[config.mk]
export PLATFORM = sky130hd
export DESIGN_NAME = rst_codec
export DESIGN_NICKNAME = d
export VERILOG_FILES = /design/src/rtl/rst_codec.sv
export SDC_FILE = /design/constraint.sdc
export NUM_CORES = 1
export LEC_CHECK = 0
export CORE_ASPECT_RATIO = 1.5
export CORE_MARGIN = 3
export CORE_UTILIZATION = 47
export DETAILED_ROUTE_END_ITERATION = 6
export PLACE_DENSITY = 0.66
export SLEW_MARGIN = 20
export SYNTH_ARGS = -nofsm -noshare
export SYNTH_HDL_FRONTEND = slang
export SYNTH_SLANG_ARGS = --single-unit
export TNS_END_PERCENT = 50
[constraint.sdc]
create_clock -name clk -period 10.85 [get_ports clk]
set_input_delay 3.255 -clock clk [delete_from_list [all_inputs] [get_ports clk]]
set_output_delay 3.255 -clock clk [all_outputs]
set_load 0.01 [all_outputs]
[src/rtl/rst_codec.sv]
`default_nettype none
// ============================================================================
// Module      : rst_codec
// Description : 6x6 label-substitution codec. The key FSM validates a
//               twelve-character key and installs row/column labels. Each
//               beat then encrypts a character to a label pair or decrypts a
//               label pair back to a character. Labels rotate after every
//               good beat.
// Revision    : 1.0 - initial release
// ============================================================================
module rst_codec #(
    parameter int ROT_STEP   = 1,
    parameter bit DECRYPT_EN = 1'b1
) (
    input  logic        clk,
    input  logic        rst,
    input  logic [95:0] key,
    input  logic        key_load,
    input  logic        mode,
    input  logic        in_valid,
    output logic        in_ready,
    input  logic [15:0] in_data,
    output logic        out_valid,
    input  logic        out_ready,
    output logic [15:0] out_data,
    output logic [1:0]  out_err,
    output logic        key_busy,
    output logic        key_ok,
    output logic        key_err
);

    typedef enum logic [1:0] {
        ST_NO_KEY = 2'd0,
        ST_CHECK  = 2'd1,
        ST_READY  = 2'd2
    } state_t;

    localparam logic [1:0] c_err_ok    = 2'd0;
    localparam logic [1:0] c_err_char  = 2'd1;
    localparam logic [1:0] c_err_nokey = 2'd2;

    // Fixed cell contents: 'a'..'z' then '0'..'9' in row-major order
    function automatic logic [7:0] cell_char(input int p);
        if (p < 26) begin
            return 8'(97 + p);
        end
        return 8'(48 + p - 26);
    endfunction

    state_t      r_state_q, w_state_d;
    logic [95:0] r_key_q, w_key_d;
    logic [3:0]  r_idx_q, w_idx_d;
    logic        r_key_err_q, w_key_err_d;
    logic [7:0]  r_row_q [6];
    logic [7:0]  w_row_d [6];
    logic [7:0]  r_col_q [6];
    logic [7:0]  w_col_d [6];
    logic        r_out_valid_q, w_out_valid_d;
    logic [15:0] r_out_data_q, w_out_data_d;
    logic [1:0]  r_out_err_q, w_out_err_d;

    logic [7:0]  w_k [16];
    logic [7:0]  w_cur;
    logic        w_alnum;
    logic        w_dup;
    logic        w_dec_mode;
    logic        w_accept;
    logic [7:0]  w_char;
    logic        w_enc_hit;
    logic [15:0] w_enc_data;
    logic [5:0]  w_row_hit;
    logic [5:0]  w_col_hit;
    logic [15:0] w_dec_data;
    logic [15:0] w_beat_data;
    logic [1:0]  w_beat_err;

    // Without the decrypt datapath every beat is treated as an encrypt
    if (DECRYPT_EN) begin : g_dec
        assign w_dec_mode = mode;
    end else begin : g_no_dec
        assign w_dec_mode = 1'b0;
    end

    assign in_ready  = (r_state_q != ST_CHECK) && (!r_out_valid_q || out_ready) && !key_load;
    assign w_accept  = in_valid && in_ready;
    assign out_valid = r_out_valid_q;
    assign out_data  = r_out_data_q;
    assign out_err   = r_out_err_q;
    assign key_busy  = (r_state_q == ST_CHECK);
    assign key_ok    = (r_state_q == ST_READY);
    assign key_err   = r_key_err_q;

    // Split the captured key into characters; slots 12..15 pad the index range
    always_comb begin
        for (int i = 0; i < 16; i++) begin
            w_k[i] = 8'h00;
        end
        for (int i = 0; i < 12; i++) begin
            w_k[i] = r_key_q[8*(11-i) +: 8];
        end
    end

    // Validate the character at the current check index: alphanumeric and unseen so far
    always_comb begin
        w_cur   = w_k[r_idx_q];
        w_alnum = ((w_cur >= 8'h30) && (w_cur <= 8'h39)) ||
                  ((w_cur >= 8'h41) && (w_cur <= 8'h5A)) ||
                  ((w_cur >= 8'h61) && (w_cur <= 8'h7A));
        w_dup   = 1'b0;
        for (int j = 0; j < 12; j++) begin
            if ((4'(j) < r_idx_q) && (w_k[j] == w_cur)) begin
                w_dup = 1'b1;
            end
        end
    end

    // Per-beat lookup: encrypt searches the fixed cells, decrypt matches labels
    always_comb begin
        w_char = in_data[7:0];
        if ((w_char >= 8'h41) && (w_char <= 8'h5A)) begin
            w_char = w_char + 8'h20;
        end
        w_enc_hit  = 1'b0;
        w_enc_data = 16'h0000;
        w_row_hit  = 6'b0;
        w_col_hit  = 6'b0;
        w_dec_data = 16'h0000;
        for (int r = 0; r < 6; r++) begin
            w_row_hit[r] = (r_row_q[r] == in_data[15:8]);
            w_col_hit[r] = (r_col_q[r] == in_data[7:0]);
        end
        for (int r = 0; r < 6; r++) begin
            for (int c = 0; c < 6; c++) begin
                if (cell_char(6*r + c) == w_char) begin
                    w_enc_hit  = 1'b1;
                    w_enc_data = {r_row_q[r], r_col_q[c]};
                end
                if (w_row_hit[r] && w_col_hit[c]) begin
                    w_dec_data = {8'h00, cell_char(6*r + c)};
                end
            end
        end
        if (r_state_q != ST_READY) begin
            w_beat_err  = c_err_nokey;
            w_beat_data = 16'h0000;
        end else if (w_dec_mode) begin
            w_beat_err  = ((|w_row_hit) && (|w_col_hit)) ? c_err_ok : c_err_char;
            w_beat_data = ((|w_row_hit) && (|w_col_hit)) ? w_dec_data : 16'h0000;
        end else begin
            w_beat_err  = w_enc_hit ? c_err_ok : c_err_char;
            w_beat_data = w_enc_hit ? w_enc_data : 16'h0000;
        end
    end

    // Key FSM next state, label install and label rotation after good beats
    always_comb begin
        w_state_d   = r_state_q;
        w_key_d     = r_key_q;
        w_idx_d     = r_idx_q;
        w_key_err_d = 1'b0;
        w_row_d     = r_row_q;
        w_col_d     = r_col_q;
        if (key_load) begin
            w_key_d   = key;
            w_idx_d   = 4'd0;
            w_state_d = ST_CHECK;
            for (int i = 0; i < 6; i++) begin
                w_row_d[i] = 8'h00;
                w_col_d[i] = 8'h00;
            end
        end else begin
            case (r_state_q)
                ST_CHECK: begin
                    if (!w_alnum || w_dup) begin
                        w_key_err_d = 1'b1;
                        w_state_d   = ST_NO_KEY;
                    end else if (r_idx_q == 4'd11) begin
                        w_row_d   = '{w_k[0], w_k[10], w_k[2], w_k[8], w_k[4], w_k[6]};
                        w_col_d   = '{w_k[1], w_k[11], w_k[3], w_k[9], w_k[5], w_k[7]};
                        w_state_d = ST_READY;
                    end else begin
                        w_idx_d = r_idx_q + 4'd1;
                    end
                end
                ST_READY: begin
                    if (w_accept && (w_beat_err == c_err_ok)) begin
                        for (int i = 0; i < 6; i++) begin
                            w_row_d[i] = r_row_q[(i + 6 - ROT_STEP) % 6];
                            w_col_d[i] = r_col_q[(i + 6 - ROT_STEP) % 6];
                        end
                    end
                end
                default: ;
            endcase
        end
    end

    // Single-entry output register: load on accept, drain when the sink takes it
    always_comb begin
        w_out_valid_d = r_out_valid_q;
        w_out_data_d  = r_out_data_q;
        w_out_err_d   = r_out_err_q;
        if (w_accept) begin
            w_out_valid_d = 1'b1;
            w_out_data_d  = w_beat_data;
            w_out_err_d   = w_beat_err;
        end else if (out_ready) begin
            w_out_valid_d = 1'b0;
        end
    end

    // State registers with asynchronous clear
    always_ff @(posedge clk or posedge rst) begin
        if (rst) begin
            r_state_q     <= ST_NO_KEY;
            r_key_q       <= '0;
            r_idx_q       <= '0;
            r_key_err_q   <= 1'b0;
            for (int i = 0; i < 6; i++) begin
                r_row_q[i] <= 8'h00;
                r_col_q[i] <= 8'h00;
            end
            r_out_valid_q <= 1'b0;
            r_out_data_q  <= '0;
            r_out_err_q   <= '0;
        end else begin
            r_state_q     <= w_state_d;
            r_key_q       <= w_key_d;
            r_idx_q       <= w_idx_d;
            r_key_err_q   <= w_key_err_d;
            r_row_q       <= w_row_d;
            r_col_q       <= w_col_d;
            r_out_valid_q <= w_out_valid_d;
            r_out_data_q  <= w_out_data_d;
            r_out_err_q   <= w_out_err_d;
        end
    end

endmodule
`default_nettype wire

==> load_flow_metrics.sql <==
INSERT INTO impl_metrics (metric_group, metric, value, unit) VALUES
('global_route', 'vias_in_the_first_global_route', '18700', ''),
('routing', 'final_antenna_net_count', '0', ''),
('timing', 'timing.clock.skew', '0.0165', 'ns'),
('synthesis', 'ys_warn_count', '0', ''),
('die', 'area_of_the_die', '42100', 'sq um'),
('clock_tree', 'postcts_resize_cnt', '0', ''),
('clock_tree', 'root_buffer', 'clkbuf_16', ''),
('global_route', 'grtUsageMet1', '0.451', ''),
('global_route', 'grtUsageMet2', '0.641', ''),
('global_route', 'global_route.usage.met3', '0.0848', ''),
('worst_setup_path', 'startpoint_type', 'input pin', ''),
('die', 'die_width', '169', 'um'),
('global_route', 'maximum_number_of_pins_on_one_net_before_global_route_repair', '104', ''),
('clock_tree', 'cts_setup_buffers', '0', ''),
('clock_tree', 'clock_latency', '0.54', 'ns'),
('synthesis', 'synth_flop_cell', 'dfrtp_1', ''),
('timing', 'rsz_0062_raised_after_global_routing', 'no', ''),
('synthesis', 'synth.cells.most_frequent', 'dfrtp_1 (218), nand2_1 (161), o21ai_0 (132)', ''),
('worst_setup_path', 'path_max_fanout', '60', ''),
('clock_tree', 'cts-hold-fix-buffers', '0', ''),
('timing', 'final-setup-viol-count', '0', ''),
('global_route', 'grt_busiest_layer', 'met2', ''),
('worst_setup_path', 'cp.arrival', '8.59', 'ns'),
('global_route', 'grt_first_pass_wirelength', '126000', 'um'),
('die', 'floorplan.die.height', '250', 'um'),
('die', 'initial_utilization', '0.481', ''),
('layout', 'layout-drive-gt1-share', '0.138', ''),
('clock_tree', 'cts.clk_slew.worst_paths', '0.06', 'ns'),
('routing', 'vias', '19000', ''),
('synthesis', 'yosysSeqAreaShare', '0.293', ''),
('timing', 'worstMarginPinSlew', '1.18', 'ns'),
('run', 'cap_viol_max_count', '0', ''),
('synthesis', 'syn_area', '18600', 'sq um'),
('routing', 'detailed_router_s_first_iteration_violation_count', '2945', ''),
('routing', 'detail_route.first_pass.iterations', '7', ''),
('placement', 'placement.io_buffers', '140', ''),
('synthesis', 'syn-mean-instance-area', '8.83', 'sq um'),
('routing', 'remaining_drc_errors', '12', ''),
('global_route', 'grt_antenna_before_repair', '1', ''),
('clock_tree', 'max-clock-path-buffers', '3', ''),
('clock_tree', 'number_of_h_tree_levels', '1', ''),
('timing', 'hold_viol', '0', ''),
('power_and_ir_drop', 'cell_area_power_density', '128', 'nW/um^2'),
('timing', 'max_clock_freq', '123', 'MHz'),
('clock_tree', 'cts_buffers', '24', ''),
('routing', 'avgViaCountPerCell', '7.20', ''),
('synthesis', 'leading_cell_type_by_number_of_instances_after_synthesis', 'dfrtp_1', ''),
('timing', 'period_share', '0.749', ''),
('die', 'num_rows', '88', ''),
('synthesis', 'synth_edf_count', '0', ''),
('outcome', 'failing_checks', 'DRC', ''),
('synthesis', 'post_synth_main_area_contributors', 'dfrtp_1 (29%), mux2i_1 (6.9%), mux2_2 (6.2%), xor2_1 (4.3%), xnor2_1 (4.3%)', ''),
('timing', 'slew-limit-headroom', '0.208', ''),
('synthesis', 'synthDominantAreaCellType', 'dfrtp_1', ''),
('worst_setup_path', 'worst-setup-path-type', 'input pin to register', ''),
('outcome', 'outcome', 'complete, but fails checks', ''),
('layout', 'postLayoutCoreUtil', '0.540', ''),
('routing', 'totalWireLength', '85900', 'um'),
('worst_setup_path', 'timing.reg2reg.setup_slack', '4.10', 'ns'),
('timing', 'finalCriticalPeriod', '8.13', 'ns'),
('timing', 'drv_slew', '0', ''),
('placement', 'detailedPlace.worstSlack', '2.43', 'ns'),
('power_and_ir_drop', 'power.static_leakage', '8.53', 'nW'),
('die', 'top_level_ports', '141', ''),
('synthesis', 'yosys.area.top_type_share', '0.293', ''),
('clock_tree', 'cts_tree', 'built', ''),
('timing', 'finalWorstSetupSlack', '2.72', 'ns'),
('global_route', 'grt-ovfl-total', '0', ''),
('worst_hold_path', 'worstHoldPathType', 'register to register', ''),
('worst_setup_path', 'worstSetupEndpointType', 'register', ''),
('timing', 'final.setup.tns', '0', 'ns');
[final cells by class]
class	count	area, sq um
fill	3562	17800
multi-input combinational	1639	12100
sequential	218	5460
timing repair buffer	193	1820
clock buffer	37	751
tap	495	619
inverter	45	176
clock inverter	5	58.8
antenna	1	2.50
[per-stage QoR]
stage | area (sq um) | total power, mW | instances | hold slack (ns)
2_1_floorplan | 18600 | 1.52 | 2108 | 0.488
3_3_place_gp | 20100 | 1.80 | 2589 | 0.463
3_5_place_dp | 20100 | 1.81 | 2589 | 0.474
4_1_cts | 20900 | 2.65 | 2631 | 0.488
5_1_grt | 20900 | 2.77 | 2632 | 0.513
6_report | 20900 | 2.68 | 2633 | 0.477
[cell usage in the layout (no fill, tap or decap), types with 9 or more instances in the layout]
| master | n |
|---|---|
| clkdlybuf4s50_1 | 137 |
| xnor2_1 | 91 |
| a21oi_1 | 123 |
| nor2b_1 | 19 |
| a31oi_1 | 19 |
| nand3_1 | 33 |
| o221ai_1 | 22 |
| o2bb2ai_1 | 58 |
| o2bb2ai_2 | 40 |
| o22ai_1 | 33 |
| a211oi_1 | 15 |
| dfrtp_1 | 216 |
| nand2b_1 | 11 |
| o31ai_1 | 12 |
| a2111oi_0 | 9 |
| nand2_1 | 161 |
| mux2_2 | 102 |
| xor2_1 | 92 |
| a221oi_1 | 28 |
| nor4_1 | 31 |
| o21ai_0 | 132 |
| buf_4 | 52 |
| clkbuf_16 | 25 |
| and2_1 | 14 |
| nor3_1 | 50 |
| o211ai_1 | 15 |
| a22oi_1 | 29 |
| nor2_1 | 127 |
| nand4_1 | 20 |
| inv_1 | 42 |
| mux2i_1 | 128 |
| a222oi_1 | 11 |
| a22o_1 | 20 |
[registers in the layout (all words and copies together), names as in the netlist]
signal	flops
r_col_q	48
out_err	2
r_state_q	2
out_valid	1
r_idx_q	4
key_err	1
r_row_q	48
r_key_q	96
out_data	16
[critical path, cell delays in order]
cell	delay, ns
clkdlybuf4s50_1	1.15
clkinv_1	0.57
o21ai_0	0.31
a21oi_1	0.32
a311o_1	0.45
nor4_2	0.39
o21a_1	0.23
nor2_1	0.12
a211o_1	0.34
o221ai_4	0.34
buf_4	0.82
o2bb2ai_1	0.19
[where the power goes]
group | switching (mW) | total (mW) | leakage [nW] | internal [mW]
logic | 0.546 | 0.882 | 5.31 | 0.335
clock network | 0.346 | 0.844 | 0.393 | 0.498
registers | 0.102 | 0.953 | 2.82 | 0.850
[logic make-up after synthesis]
family	share of synthesized area
flip-flops	0.293
buffers and inverters	0.0610
multiplexers	0.139
AO/OA/AOI/OAI	0.279
XOR/XNOR	0.0861
AND/OR/NAND/NOR	0.140
adder cells (fa/ha/maj)	0.00202
[path summary, 6_finish.rpt]
kind,startpoint,endpoint,depth (start not counted)
min in group asynchronous,rst,r_key_q[75],2
hold / removal,out_data[3],out_data[3],2
setup / recovery,in_data[2],r_col_q[45],12
hold reg to reg,out_data[3],out_data[3],2
max in group asynchronous,rst,r_key_q[68],3
setup reg to reg,r_idx_q[1],r_col_q[45],12
[metal layers]
| layer | vias to the layer above | wire length [um] |
|---|---|---|
| met1 | 9158 | 29300 |
| met5 | - | 0 |
| met3 | 489 | 8200 |
| met2 | 1365 | 39100 |
| met4 | 0 | 9250 |
| li1 | 7958 | - |
Note: power is estimated with default switching activity, not from simulation.
